**config.mk**
```make
export PLATFORM = sky130hd
export DESIGN_NAME = ram_bist_ctrl
export DESIGN_NICKNAME = d
export VERILOG_FILES = /design/src/rtl/ram_bist_pkg.sv /design/src/rtl/ram_bist_cmp.sv /design/src/rtl/ram_bist_ctrl.sv
export SDC_FILE = /design/constraint.sdc
export NUM_CORES = 1
export LEC_CHECK = 0
export ABC_AREA = 1
export CORE_MARGIN = 2
export CORE_UTILIZATION = 44
export CTS_CLUSTER_DIAMETER = 150
export CTS_CLUSTER_SIZE = 30
export DETAILED_ROUTE_END_ITERATION = 6
export GPL_TIMING_DRIVEN = 0
export PLACE_DENSITY = 0.83
export SKIP_CTS_REPAIR_TIMING = 1
export SLEW_MARGIN = 30
export SYNTH_ARGS = -nofsm -noshare
export SYNTH_HDL_FRONTEND = slang
export SYNTH_SLANG_ARGS = --single-unit
```
**constraint.sdc**
```tcl
create_clock -name clk -period 1.27 [get_ports clk]
set_input_delay 0.254 -clock clk [delete_from_list [all_inputs] [get_ports clk]]
set_output_delay 0.254 -clock clk [all_outputs]
set_load 0.01 [all_outputs]
```
**src/rtl/ram_bist_pkg.sv**
```systemverilog
// Shared definitions for the RAM BIST controller: FSM states, the test
// pattern generator and the error-counter width.
package ram_bist_pkg;

    localparam int BIST_ADDR_W = 4;
    localparam int ERR_W       = BIST_ADDR_W + 2;

    typedef enum logic [2:0] {
        ST_IDLE  = 3'd0,
        ST_WRITE = 3'd1,
        ST_READ  = 3'd2,
        ST_DRAIN = 3'd3,
        ST_DONE  = 3'd4
    } bist_state_e;

    // Test pattern for address a: a*2, bit-inverted on the inverse pass.
    // The caller truncates the result to its data width.
    function automatic logic [31:0] pattern(input logic [31:0] a, input logic inv);
        logic [31:0] p;
        p = a << 32'd1;
        if (inv) begin
            pattern = ~p;
        end else begin
            pattern = p;
        end
    endfunction

endpackage

```
**src/rtl/ram_bist_cmp.sv**
```systemverilog
// Read-back checker for the RAM BIST: aligns the expected value with the
// RAM read latency, compares, counts mismatches (saturating) and captures
// the address of the first mismatch.
module ram_bist_cmp
    import ram_bist_pkg::*;
#(
    parameter int ADDR_W = 4,
    parameter int DATA_W = 8,
    parameter int RD_LAT = 1
) (
    input  logic              clk,
    input  logic              rst_n,
    input  logic              clear,
    input  logic              rd_valid,
    input  logic [ADDR_W-1:0] rd_addr,
    input  logic [DATA_W-1:0] exp_data,
    input  logic [DATA_W-1:0] mem_rdata,
    output logic              mismatch,
    output logic [ADDR_W+1:0] err_count,
    output logic [ADDR_W-1:0] fail_addr
);
    localparam int EW = ADDR_W + 2;

    logic              chk_valid_s;
    logic [DATA_W-1:0] chk_exp_s;
    logic [ADDR_W-1:0] chk_addr_s;
    logic [EW-1:0]     err_count_r;
    logic [ADDR_W-1:0] fail_addr_r;

    generate
        if (RD_LAT == 0) begin : g_lat0
            assign chk_valid_s = rd_valid;
            assign chk_exp_s   = exp_data;
            assign chk_addr_s  = rd_addr;
        end else begin : g_lat1
            logic              valid_d_r;
            logic [DATA_W-1:0] exp_d_r;
            logic [ADDR_W-1:0] addr_d_r;

            // Delay expected data and address to line up with registered read data.
            always_ff @(posedge clk or negedge rst_n) begin
                if (!rst_n) begin
                    valid_d_r <= 1'b0;
                    exp_d_r   <= {DATA_W{1'b0}};
                    addr_d_r  <= {ADDR_W{1'b0}};
                end else begin
                    valid_d_r <= rd_valid;
                    exp_d_r   <= exp_data;
                    addr_d_r  <= rd_addr;
                end
            end

            assign chk_valid_s = valid_d_r;
            assign chk_exp_s   = exp_d_r;
            assign chk_addr_s  = addr_d_r;
        end
    endgenerate

    assign mismatch = chk_valid_s && (mem_rdata != chk_exp_s);

    // Saturating mismatch counter and first-failure address capture.
    always_ff @(posedge clk or negedge rst_n) begin
        if (!rst_n) begin
            err_count_r <= {EW{1'b0}};
            fail_addr_r <= {ADDR_W{1'b0}};
        end else if (clear) begin
            err_count_r <= {EW{1'b0}};
            fail_addr_r <= {ADDR_W{1'b0}};
        end else if (mismatch) begin
            if (err_count_r != {EW{1'b1}}) begin
                err_count_r <= err_count_r + EW'(1);
            end
            if (err_count_r == {EW{1'b0}}) begin
                fail_addr_r <= chk_addr_s;
            end
        end
    end

    assign err_count = err_count_r;
    assign fail_addr = fail_addr_r;

endmodule

```
**src/rtl/ram_bist_ctrl.sv**
```systemverilog
// RAM BIST initiator: writes a*2 to every location, reads it all back and
// reports pass/fail, the first failing address and an error count.
// Optional build macro RAM_BIST_INV_PASS_EN adds a second pass using the
// inverted pattern.
module ram_bist_ctrl
    import ram_bist_pkg::*;
#(
    parameter int ADDR_W = 4,
    parameter int DATA_W = 8,
    parameter int RD_LAT = 1
) (
    input  logic              clk,
    input  logic              rst_n,
    input  logic              start,
    output logic              busy,
    output logic              done,
    output logic              pass,
    output logic [ADDR_W-1:0] fail_addr,
    output logic [ADDR_W+1:0] err_count,
    output logic              mem_wr_en,
    output logic [ADDR_W-1:0] mem_addr,
    output logic [DATA_W-1:0] mem_wdata,
    input  logic [DATA_W-1:0] mem_rdata
);
    localparam int                EW        = ADDR_W + 2;
    localparam logic [ADDR_W-1:0] LAST_ADDR = {ADDR_W{1'b1}};

    bist_state_e       state_r, state_nxt_s;
    logic [ADDR_W-1:0] addr_r, addr_nxt_s;
    logic              inv_s, inv_nxt_s, more_pass_s;
    logic              pass_end_s, clear_s, mismatch_s;
    logic [DATA_W-1:0] exp_cur_s, wdata_nxt_s;
    logic [EW-1:0]     err_count_s;
    logic [ADDR_W-1:0] fail_addr_s;
    logic              busy_r, done_r, pass_r, wr_en_r;
    logic [DATA_W-1:0] wdata_r;

`ifdef RAM_BIST_INV_PASS_EN
    logic inv_r;

    // Pass selector: normal pattern first, inverted pattern second.
    always_ff @(posedge clk or negedge rst_n) begin
        if (!rst_n) begin
            inv_r <= 1'b0;
        end else begin
            inv_r <= inv_nxt_s;
        end
    end

    // Switch to the inverse pass at the end of the first pass.
    always_comb begin
        inv_nxt_s = inv_r;
        if (clear_s) begin
            inv_nxt_s = 1'b0;
        end else if (pass_end_s && !inv_r) begin
            inv_nxt_s = 1'b1;
        end else begin
            inv_nxt_s = inv_r;
        end
    end

    assign inv_s       = inv_r;
    assign more_pass_s = ~inv_r;
`else
    assign inv_s       = 1'b0;
    assign inv_nxt_s   = 1'b0;
    assign more_pass_s = 1'b0;
`endif

    // A pass ends in DRAIN, or on the last read when the RAM reads combinationally.
    always_comb begin
        pass_end_s = 1'b0;
        if (state_r == ST_DRAIN) begin
            pass_end_s = 1'b1;
        end else if ((state_r == ST_READ) && (addr_r == LAST_ADDR) && (RD_LAT == 0)) begin
            pass_end_s = 1'b1;
        end else begin
            pass_end_s = 1'b0;
        end
    end

    // Next-state and address-counter logic.
    always_comb begin
        state_nxt_s = state_r;
        addr_nxt_s  = addr_r;
        clear_s     = 1'b0;
        case (state_r)
            ST_IDLE: begin
                if (start) begin
                    state_nxt_s = ST_WRITE;
                    addr_nxt_s  = {ADDR_W{1'b0}};
                    clear_s     = 1'b1;
                end else begin
                    state_nxt_s = ST_IDLE;
                end
            end
            ST_WRITE: begin
                addr_nxt_s = addr_r + ADDR_W'(1);
                if (addr_r == LAST_ADDR) begin
                    state_nxt_s = ST_READ;
                end else begin
                    state_nxt_s = ST_WRITE;
                end
            end
            ST_READ: begin
                addr_nxt_s = addr_r + ADDR_W'(1);
                if (pass_end_s) begin
                    state_nxt_s = more_pass_s ? ST_WRITE : ST_DONE;
                end else if (addr_r == LAST_ADDR) begin
                    state_nxt_s = ST_DRAIN;
                end else begin
                    state_nxt_s = ST_READ;
                end
            end
            ST_DRAIN: begin
                state_nxt_s = more_pass_s ? ST_WRITE : ST_DONE;
            end
            ST_DONE: begin
                state_nxt_s = ST_IDLE;
            end
            default: begin
                state_nxt_s = ST_IDLE;
                addr_nxt_s  = {ADDR_W{1'b0}};
            end
        endcase
    end

    // Write data for the coming cycle; zero outside WRITE.
    always_comb begin
        wdata_nxt_s = {DATA_W{1'b0}};
        if (state_nxt_s == ST_WRITE) begin
            wdata_nxt_s = DATA_W'(pattern(32'(addr_nxt_s), inv_nxt_s));
        end else begin
            wdata_nxt_s = {DATA_W{1'b0}};
        end
    end

    assign exp_cur_s = DATA_W'(pattern(32'(addr_r), inv_s));

    // State, address and registered output flops.
    always_ff @(posedge clk or negedge rst_n) begin
        if (!rst_n) begin
            state_r <= ST_IDLE;
            addr_r  <= {ADDR_W{1'b0}};
            busy_r  <= 1'b0;
            done_r  <= 1'b0;
            pass_r  <= 1'b0;
            wr_en_r <= 1'b0;
            wdata_r <= {DATA_W{1'b0}};
        end else begin
            state_r <= state_nxt_s;
            addr_r  <= addr_nxt_s;
            busy_r  <= (state_nxt_s == ST_WRITE) || (state_nxt_s == ST_READ) ||
                       (state_nxt_s == ST_DRAIN);
            done_r  <= (state_nxt_s == ST_DONE);
            wr_en_r <= (state_nxt_s == ST_WRITE);
            wdata_r <= wdata_nxt_s;
            if (clear_s) begin
                pass_r <= 1'b0;
            end else if (state_nxt_s == ST_DONE) begin
                // Include the compare finishing in this very cycle.
                pass_r <= (err_count_s == {EW{1'b0}}) && !mismatch_s;
            end
        end
    end

    ram_bist_cmp #(
        .ADDR_W (ADDR_W),
        .DATA_W (DATA_W),
        .RD_LAT (RD_LAT)
    ) u_cmp (
        .clk       (clk),
        .rst_n     (rst_n),
        .clear     (clear_s),
        .rd_valid  (state_r == ST_READ),
        .rd_addr   (addr_r),
        .exp_data  (exp_cur_s),
        .mem_rdata (mem_rdata),
        .mismatch  (mismatch_s),
        .err_count (err_count_s),
        .fail_addr (fail_addr_s)
    );

    assign busy      = busy_r;
    assign done      = done_r;
    assign pass      = pass_r;
    assign fail_addr = fail_addr_s;
    assign err_count = err_count_s;
    assign mem_wr_en = wr_en_r;
    assign mem_addr  = addr_r;
    assign mem_wdata = wdata_r;

endmodule

```
==> out/qor.txt, run 1 <==
vias in the first global route = 1103
PortBufs = 32
multiplexer share of the synthesized area = 0
outcome = complete, but fails checks
Initial Util = 0.452
ANT nets after route = 0
drt first pass iters = 4
die height = 62.3 um
Top cell by count, worst path = nand3_4
Seq cells post-synth = 30
Leak = 0.00141 uW
critical path launch point type = register
area share of xor/xnor cells in the synthesized design = 0.0234
RSZ-0062 raised after global routing = yes
largest stage delay on the critical path = 460 ps
final hold viol count = 0
area grow syn2layout = 54.4%
Post-Synth Simple-Gate Area = 0.305
FP Rows = 21
Mapped Cells = 180
distinct cell type count after synthesis = 26
WL final = 3450 um
Slew headroom = 0.565
Worst Setup EP = u_cmp.fail_addr[2]
Reg2Reg Depth = 8
DRC = 0
worst hold path type = reg2reg
Worst R2R End = u_cmp.fail_addr[2]
initial antenna violation count = 0
Critical Path RT = 1540 ps
io pins = 37
clock sink count = 30
Die W = 62.3 um
worst skew pair latency = 340 ps
PD cells = 2100 nW/um^2
min cycle time layout = 1510 ps
Worst Path Max Fanout = 8
CTS H-Tree Depth = 2
Worst Tran Pin Value = 652 ps
Power, Total = 4840 uW
die area = 3880 sq um
setup ws final = -242 ps
fmax = 662 MHz
CP cell instances = inv_2 -> ha_4 -> nand3_4 -> nor3_4 -> nand3_4 -> nand2_2 -> nand2_1 -> nor2_1
worst r2r src = u_cmp.err_count[0]
clk_skew = 10.8 ps
synthesized area per cell = 8.31 sq um
largest family of logic cells by synthesized area = simple AND/OR/NAND/NOR gates
pin count of the biggest net entering global routing = 31
endpoints failing setup = 17
Core ar. = 3310 sq um
Vias/cell = 4.64
total gr overflow = 0
CTS tree = done
mapped cell area = 1500 sq um
Clock Tree Buf Depth = 2
Max Cap Viol = 0
Adder-Cell Fraction of Synth Area = 0.0251
Hold Crit Depth = 0
register area share after synthesis = 0.502
Nets = 251
CP arrival = 1780 ps
Reg2Reg Setup Slack = -240 ps
gr usage total = 0.157
Antenna Cells = 0
Final Cycle Share = 1.19
clock-pin slew on the worst setup and hold paths = 100 ps
initial drt markers = 38
Root Buffer = clkbuf_4
share of cells above drive strength 1 = 0.328
first-pass GRT wire length = 4770 um
failing checks = negative setup slack
yosys warns = 0
Fill cells = 248
routability cong. = 0.787
Max IR drop VDD = 1.24 mV
crit end category = register
dpl hpwl = 2000 um
crit path from = u_cmp.err_count[0]
CTS Buf Count = 5
Avg WL per Cell = 12.1 um
Setup WS pre-CTS = -358 ps
Synth Area in Compound Gates = 0.0460
slowest stage cell, crit path = dfrtp_2
Setup CP Type = reg2reg
via count of the routed design = 1318
Final Slew Violations = 0
[report_power, final]
group	leakage, uW	internal [uW]	total, uW	switching (uW)
Sequential	0.000376	1290	1560	270
Clock	0.0000585	667	1010	343
Combinational	0.000978	1080	2270	1190
[layer usage]
metal  wire, um  track usage
met1       1500        0.180
met2       1700        0.251
met3        185       0.0507
met4         63        0.106
met5          0            0
[worst max-delay path, delay by kind of cell, from the launching register on]
kind,cells,cell delay [ps]
and+or+nand+nor,6,770
DFF,1,460
adders and majority gates,1,140
buffers and inverters,1,90
[worst min path at each step]
stage,start,end
floorplan,rst_n,busy
global placement,mem_addr[3],u_cmp.chk_exp_s[4]
detailed placement,rst_n,u_cmp.fail_addr[3]
CTS,rst_n,u_cmp.fail_addr[1]
global route,mem_addr[2],u_cmp.chk_exp_s[3]
finish,mem_addr[2],u_cmp.chk_exp_s[3]
[layout make-up]
| cell class | instances | area [sq um] | area share |
|---|---|---|---|
| Buffer | 5 | 35.0 | 0.0152 |
| Clock buffer | 6 | 51.3 | 0.0222 |
| Clock inverter | 2 | 60.1 | 0.0260 |
| Inverter | 29 | 111 | 0.0482 |
| Multi-Input combinational cell | 119 | 757 | 0.328 |
| Sequential cell | 30 | 758 | 0.328 |
| Tap cell | 46 | 57.6 | 0.0249 |
| Timing Repair Buffer | 47 | 478 | 0.207 |
[sequential cells by signal (all words and copies together), names as in the netlist, 3 cells and up]
signal,count
u_cmp.err_count,6
mem_addr,4
mem_wdata,4
u_cmp.chk_exp_s,4
u_cmp.fail_addr,4
state_r,3
[cell usage in the layout, fill, tap and decap left out, types with 2 or more instances in the layout]
cell              n
o21ai_0           3
buf_6             2
a21oi_1           2
xor2_1            3
inv_2             4
ha_4              3
clkbuf_2          2
nand3_1           8
bufinv_16         2
inv_1            24
clkbuf_4          5
dlymetal6s2s_1   20
nand3_4           3
buf_2             2
clkdlybuf4s50_1   9
o21ai_1           2
conb_1            4
dfrtp_2           6
nand2_1          37
nor2_4            4
nand2_4           3
buf_4            16
nand2_2          10
dfrtp_1          24
a21oi_2           5
nor2_1           20
nand3_2           4
[stage by stage]
stage | setup TNS, ps | instance area (sq um) | cells | hold slack (ps) | util
after floorplan | -159 | 1510 | 183 | -41.6 | -
after global placement | -21460 | 1890 | 261 | 429 | 0.571
after detailed placement | -5100 | 1890 | 261 | 328 | 0.570
after CTS | -7500 | 2000 | 269 | -45.6 | 0.603
after global routing | -3340 | 2310 | 284 | 453 | 0.697
final | -1870 | 2310 | 284 | 441 | 0.697
[cells by family (layout without fill, tap and decap cells)]
kind of cell / count (synthesis) / count (layout)
AO/OA/AOI/OAI: 13 / 13
XOR/XNOR: 4 / 4
adder cells (fa/ha/maj): 3 / 3
buffers and inverters: 34 / 89
flip-flops: 30 / 30
other: 1 / 4
AND/OR/NAND/NOR: 95 / 95
[synthesized netlist by cell type]
library cell	number	area [sq um]
nand2_2	3	18.8
inv_1	26	97.6
a21oi_1	6	30.0
nand3_2	3	30.0
dfrtp_1	30	751
o21ai_0	5	25.0
nor2_1	22	82.6
nand3_4	1	17.5
xor2_1	3	26.3
conb_1	1	3.75
ha_1	3	37.5
nand2_4	1	11.3
nor3_2	2	20.0
nand4_1	1	6.26
buf_2	1	5.00
buf_4	4	30.0
nor2_2	2	12.5
nand3_1	11	55.1
nor4_2	1	12.5
nand2_1	46	173
inv_2	3	11.3
xnor2_1	1	8.76
o21ai_1	1	5.00
a21oi_2	1	8.76
nor2_4	1	11.3
nor3_1	1	5.00
Power figures use the tool's default switching activity.
==> run 2, diff against run 1 <==
--- a/config.mk
+++ b/config.mk
@@ -6,7 +6,6 @@
 export NUM_CORES = 1
 export LEC_CHECK = 0
 export ABC_AREA = 1
-export CORE_MARGIN = 2
 export CORE_UTILIZATION = 44
 export CTS_CLUSTER_DIAMETER = 150
 export CTS_CLUSTER_SIZE = 30
@@ -14,6 +13,7 @@
 export GPL_TIMING_DRIVEN = 0
 export PLACE_DENSITY = 0.83
 export SKIP_CTS_REPAIR_TIMING = 1
+export SKIP_LAST_GASP = 1
 export SLEW_MARGIN = 30
 export SYNTH_ARGS = -nofsm -noshare
 export SYNTH_HDL_FRONTEND = slang
==> out/qor.txt, run 2 (synthesis gave the netlist of run 1 again) <==
Die W = 60.3 um
Final Non-Filler Cells = 284
Max Cap Viol = 0
footprint of the multi-input gates = 707 sq um
Root Buffer = clkbuf_4
DP Area = 1880 sq um
min cycle time layout = 1580 ps
outcome = complete, but fails checks
met2 routed WL = 1670 um
FP Rows = 20
RSZ-0062 raised after global routing = yes
total gr overflow = 0
final hold viol count = 0
endpoints failing setup = 17
Reg2Reg Depth = 8
ANT nets after route = 0
Max IR drop VDD = 1.17 mV
Slew headroom = 0.568
io pins = 37
failing checks = negative setup slack
clock sink count = 30
share of cells above drive strength 1 = 0.308
critical path depth = 1
Initial Util = 0.478
Final Cycle Share = 1.24
CTS H-Tree Depth = 2
die area = 3640 sq um
Worst Tran Pin Value = 648 ps
register area = 759 sq um
CP cell instances = clkdlybuf4s50_1
CP arrival = 1320 ps
Nets = 253
area grow syn2layout = 49.4%
most frequent cells in the layout = nand2_1, dfrtp_1, inv_1, dlymetal6s2s_1, nor2_1
CP delay by family, top = buffers and inverters
Vias/cell = 4.76
worst hold path type = reg2reg
setup ws final = -308 ps
largest stage delay on the critical path = 550 ps
WL final = 3510 um
initial drt markers = 89
slowest stage cell, crit path = clkdlybuf4s50_1
DRC = 0
Hold Crit Depth = 0
routed wl met3 = 246 um
Setup CP Type = reg2out
worst path bufs/invs = 1
routability cong. = 0.817
pin count of the biggest net entering global routing = 31
CTS Buf Count = 5
Antenna Cells = 0
Final Cell Area = 2230 sq um
drt first pass iters = 4
Critical Path RT = 1020 ps
Clock Tree Buf Depth = 2
Core ar. = 3130 sq um
fin util = 0.714
die height = 60.3 um
gr usage total = 0.186
highest metal used = met4
via count of the routed design = 1352
Avg WL per Cell = 12.4 um
fmax = 634 MHz
commonest non-fill, non-tap cell in the layout = nand2_1
Largest register FFs = 6
initial antenna violation count = 0
crit end category = output port
dpl hpwl = 2080 um
vias in the first global route = 1123
worst skew pair latency = 340 ps
clk_skew = 10.1 ps
clock-pin slew on the worst setup and hold paths = 100 ps
CTS tree = done
DRT met1 WL = 1510 um
DP Cell Count = 259
Worst Path Max Fanout = 5
Final Slew Violations = 0
first-pass GRT wire length = 4710 um
critical path launch point type = register
PortBufs = 32
Fill cells = 223
Leak = 0.00138 uW
PD cells = 1990 nW/um^2
-- run 2: cell count changes in the layout (fill, tap and decap cells not counted), sizes merged --
cell           delta
clkbuf            -1
buf               +2
bufinv            -2
clkdlybuf4s50     +1
dlymetal6s2s      +1
clkinv            +1
-- run 2: report_power, final --
group	switching, uW	internal (uW)
combinational	1180	1110
sequential	254	1300
clock	328	268
total	1760	2680
-- run 2: final timing paths --
kind                                    start            endpoint  slack [ps]
max                        u_cmp.err_count[2]        err_count[2]        -310
min                               mem_addr[0]  u_cmp.chk_exp_s[1]         440
max reg2reg                u_cmp.err_count[1]  u_cmp.fail_addr[2]        -140
min reg2reg                       mem_addr[0]  u_cmp.chk_exp_s[1]         440
max in group asynchronous               rst_n  u_cmp.err_count[0]         340
min in group asynchronous               rst_n   u_cmp.chk_valid_s         460
-- run 2: layout make-up --
| cell class | count | area share |
|---|---|---|
| Clock buffer | 7 | 0.0246 |
| Multi-Input combinational cell | 119 | 0.317 |
| Clock inverter | 1 | 0.00224 |
| Timing Repair Buffer | 49 | 0.226 |
| Inverter | 29 | 0.0499 |
| Buffer | 5 | 0.0157 |
| Tap cell | 44 | 0.0246 |
| Sequential cell | 30 | 0.340 |
-- run 2: per-stage QoR --
| step | TNS, ps | worst slack, ps | total power, uW | hold slack, ps |
|---|---|---|---|---|
| floorplan | -159 | -21.5 | 2520 | -41.6 |
| global route | -3100 | -345 | 4730 | 452 |
| global placement | -21200 | -653 | 3210 | 427 |
| CTS | -7840 | -414 | 3870 | -54.6 |
| finish | -1660 | -308 | 4440 | 438 |
| detailed placement | -5050 | -354 | 3250 | 321 |
-- run 2: routing by layer --
layer  vias up  GRT usage
met4         0      0.113
met5         -          0
met3         9     0.0758
li1        663          -
met2        50      0.303
met1       630      0.199
==> run 3, diff against run 2 <==
--- a/config.mk
+++ b/config.mk
@@ -12,6 +12,7 @@
 export DETAILED_ROUTE_END_ITERATION = 6
 export GPL_TIMING_DRIVEN = 0
 export PLACE_DENSITY = 0.83
+export SETUP_SLACK_MARGIN = 0.4
 export SKIP_CTS_REPAIR_TIMING = 1
 export SKIP_LAST_GASP = 1
 export SLEW_MARGIN = 30
==> out/qor.txt, run 3 (synthesis gave the netlist of run 1 again) <==
final hold viol count = 30
Critical Path RT = 1550 ps
Comb power frac = 0.541
outcome = complete, but fails checks
Max Cap Viol = 0
sw power = 2040 uW
die area = 3640 sq um
worst path bufs/invs = 1
WL final = 4110 um
largest stage delay on the critical path = 440 ps
io pins = 37
failing checks = negative hold slack, negative setup slack
drt first pass iters = 5
first-pass GRT wire length = 4860 um
Initial Util = 0.478
Final Cycle Share = 1.14
worst hold path type = in2async
fmax = 693 MHz
vias in the first global route = 1135
Worst Path Max Fanout = 8
Vias/cell = 4.94
ANT nets after route = 0
clk_skew = 7.64 ps
Setup CP Type = reg2reg
Avg WL per Cell = 14.0 um
Nets = 263
setup ws final = -174 ps
CTS tree = done
pin count of the biggest net entering global routing = 31
share of cells above drive strength 1 = 0.504
Final Slew Violations = 0
Flop pwr share = 0.333
die height = 60.3 um
Core ar. = 3130 sq um
CTS Buf Count = 5
DP Cell Count = 259
Clk pwr share = 0.126
RSZ-0062 raised after global routing = yes
PortBufs = 32
Die W = 60.3 um
CP arrival = 1730 ps
Power, Total = 4870 uW
critical path launch point type = register
Leak = 0.00123 uW
gr usage total = 0.191
Antenna Cells = 0
Largest register FFs = 6
initial drt markers = 94
Root Buffer = clkbuf_4
clock-pin slew on the worst setup and hold paths = 90 ps
PD cells = 2080 nW/um^2
min cycle time layout = 1440 ps
switch share = 0.419
initial antenna violation count = 0
Fill cells = 222
routability cong. = 0.790
most frequent cells in the layout = nand2_1, buf_4, dfrtp_1, nor2_1, inv_1
Power Internal = 2830 uW
worst skew pair latency = 350 ps
crit end category = register
Slew headroom = 0.551
endpoints failing setup = 18
via count of the routed design = 1453
Final Non-Filler Cells = 294
clock sink count = 30
CP delay by family, top = simple AND/OR/NAND/NOR gates
Max IR drop VDD = 1.45 mV
CP cell instances = inv_2 -> ha_4 -> nand3_4 -> nor3_4 -> nand3_4 -> nand2_1 -> nand2_1 -> nor2_1
FP Rows = 20
DRC = 0
total gr overflow = 0
Clock Tree Buf Depth = 2
dpl hpwl = 2050 um
Worst Tran Pin Value = 673 ps
CTS H-Tree Depth = 2
commonest non-fill, non-tap cell in the layout = nand2_1
slowest stage cell, crit path = dfrtp_2
area grow syn2layout = 56.3%
hold_ws = -68.0 ps
==> run 3: changes by cell type in the layout (fill, tap and decap cells not counted), sizes merged <==
cell           before  now
dlygate4sd3         1    0
clkdlybuf4s50      10    9
clkbuf              7   24
dlymetal6s2s       21    2
buf                22   36
==> run 3: layout make-up <==
| class | count | area, sq um | area share |
|---|---|---|---|
| tap | 44 | 55.1 | 0.0236 |
| buffer | 5 | 45.0 | 0.0193 |
| clock buffer | 7 | 55.1 | 0.0236 |
| inverter | 29 | 116 | 0.0498 |
| sequential | 30 | 762 | 0.326 |
| timing repair buffer | 59 | 480 | 0.206 |
| clock inverter | 1 | 5.00 | 0.00214 |
| multi-input combinational | 119 | 818 | 0.350 |
==> run 3: metrics by stage <==
step,cell area (sq um),utilization,hold WS (ps),TNS (ps),worst slack [ps]
global placement,1920,0.615,434,-21910,-678
finish,2340,0.747,-68.0,-2160,-174
global route,2340,0.747,-21.6,-3500,-281
CTS,1980,0.632,-43.2,-7200,-442
floorplan,1550,-,-41.6,-154,-20.2
detailed placement,1920,0.613,331,-4610,-356
==> run 3: worst paths after layout <==
path,cells past startpoint,start,slack (ps),endpoint
max,8,u_cmp.err_count[1],-170,u_cmp.fail_addr[1]
min,1,rst_n,-70,u_cmp.fail_addr[0]
min reg2reg,0,mem_addr[2],460,u_cmp.chk_exp_s[3]
min in group clk,0,mem_addr[2],460,u_cmp.chk_exp_s[3]
max reg2reg,8,u_cmp.err_count[1],-170,u_cmp.fail_addr[1]
max in group asynchronous,1,rst_n,850,mem_addr[0]
==> run 3: per-layer routing <==
| metal | wire [um] | up-vias | part of all wire | track usage |
|---|---|---|---|---|
| met1 | 1690 | 712 | 0.41 | 0.234 |
| li1 | - | 686 | - | - |
| met2 | 2090 | 44 | 0.51 | 0.281 |
| met3 | 211 | 11 | 0.051 | 0.0714 |
| met5 | 0 | - | 0 | 0 |
| met4 | 119 | 0 | 0.029 | 0.120 |
==> run 3: power groups by stage <==
stage	Sequential (uW)	Combinational (uW)	Clock, uW
2_1_floorplan	1690	910	0
3_3_place_gp	1620	1670	0
3_5_place_dp	1630	1720	0
4_1_cts	1610	1730	615
5_1_grt	1650	2860	674
6_report	1620	2630	614
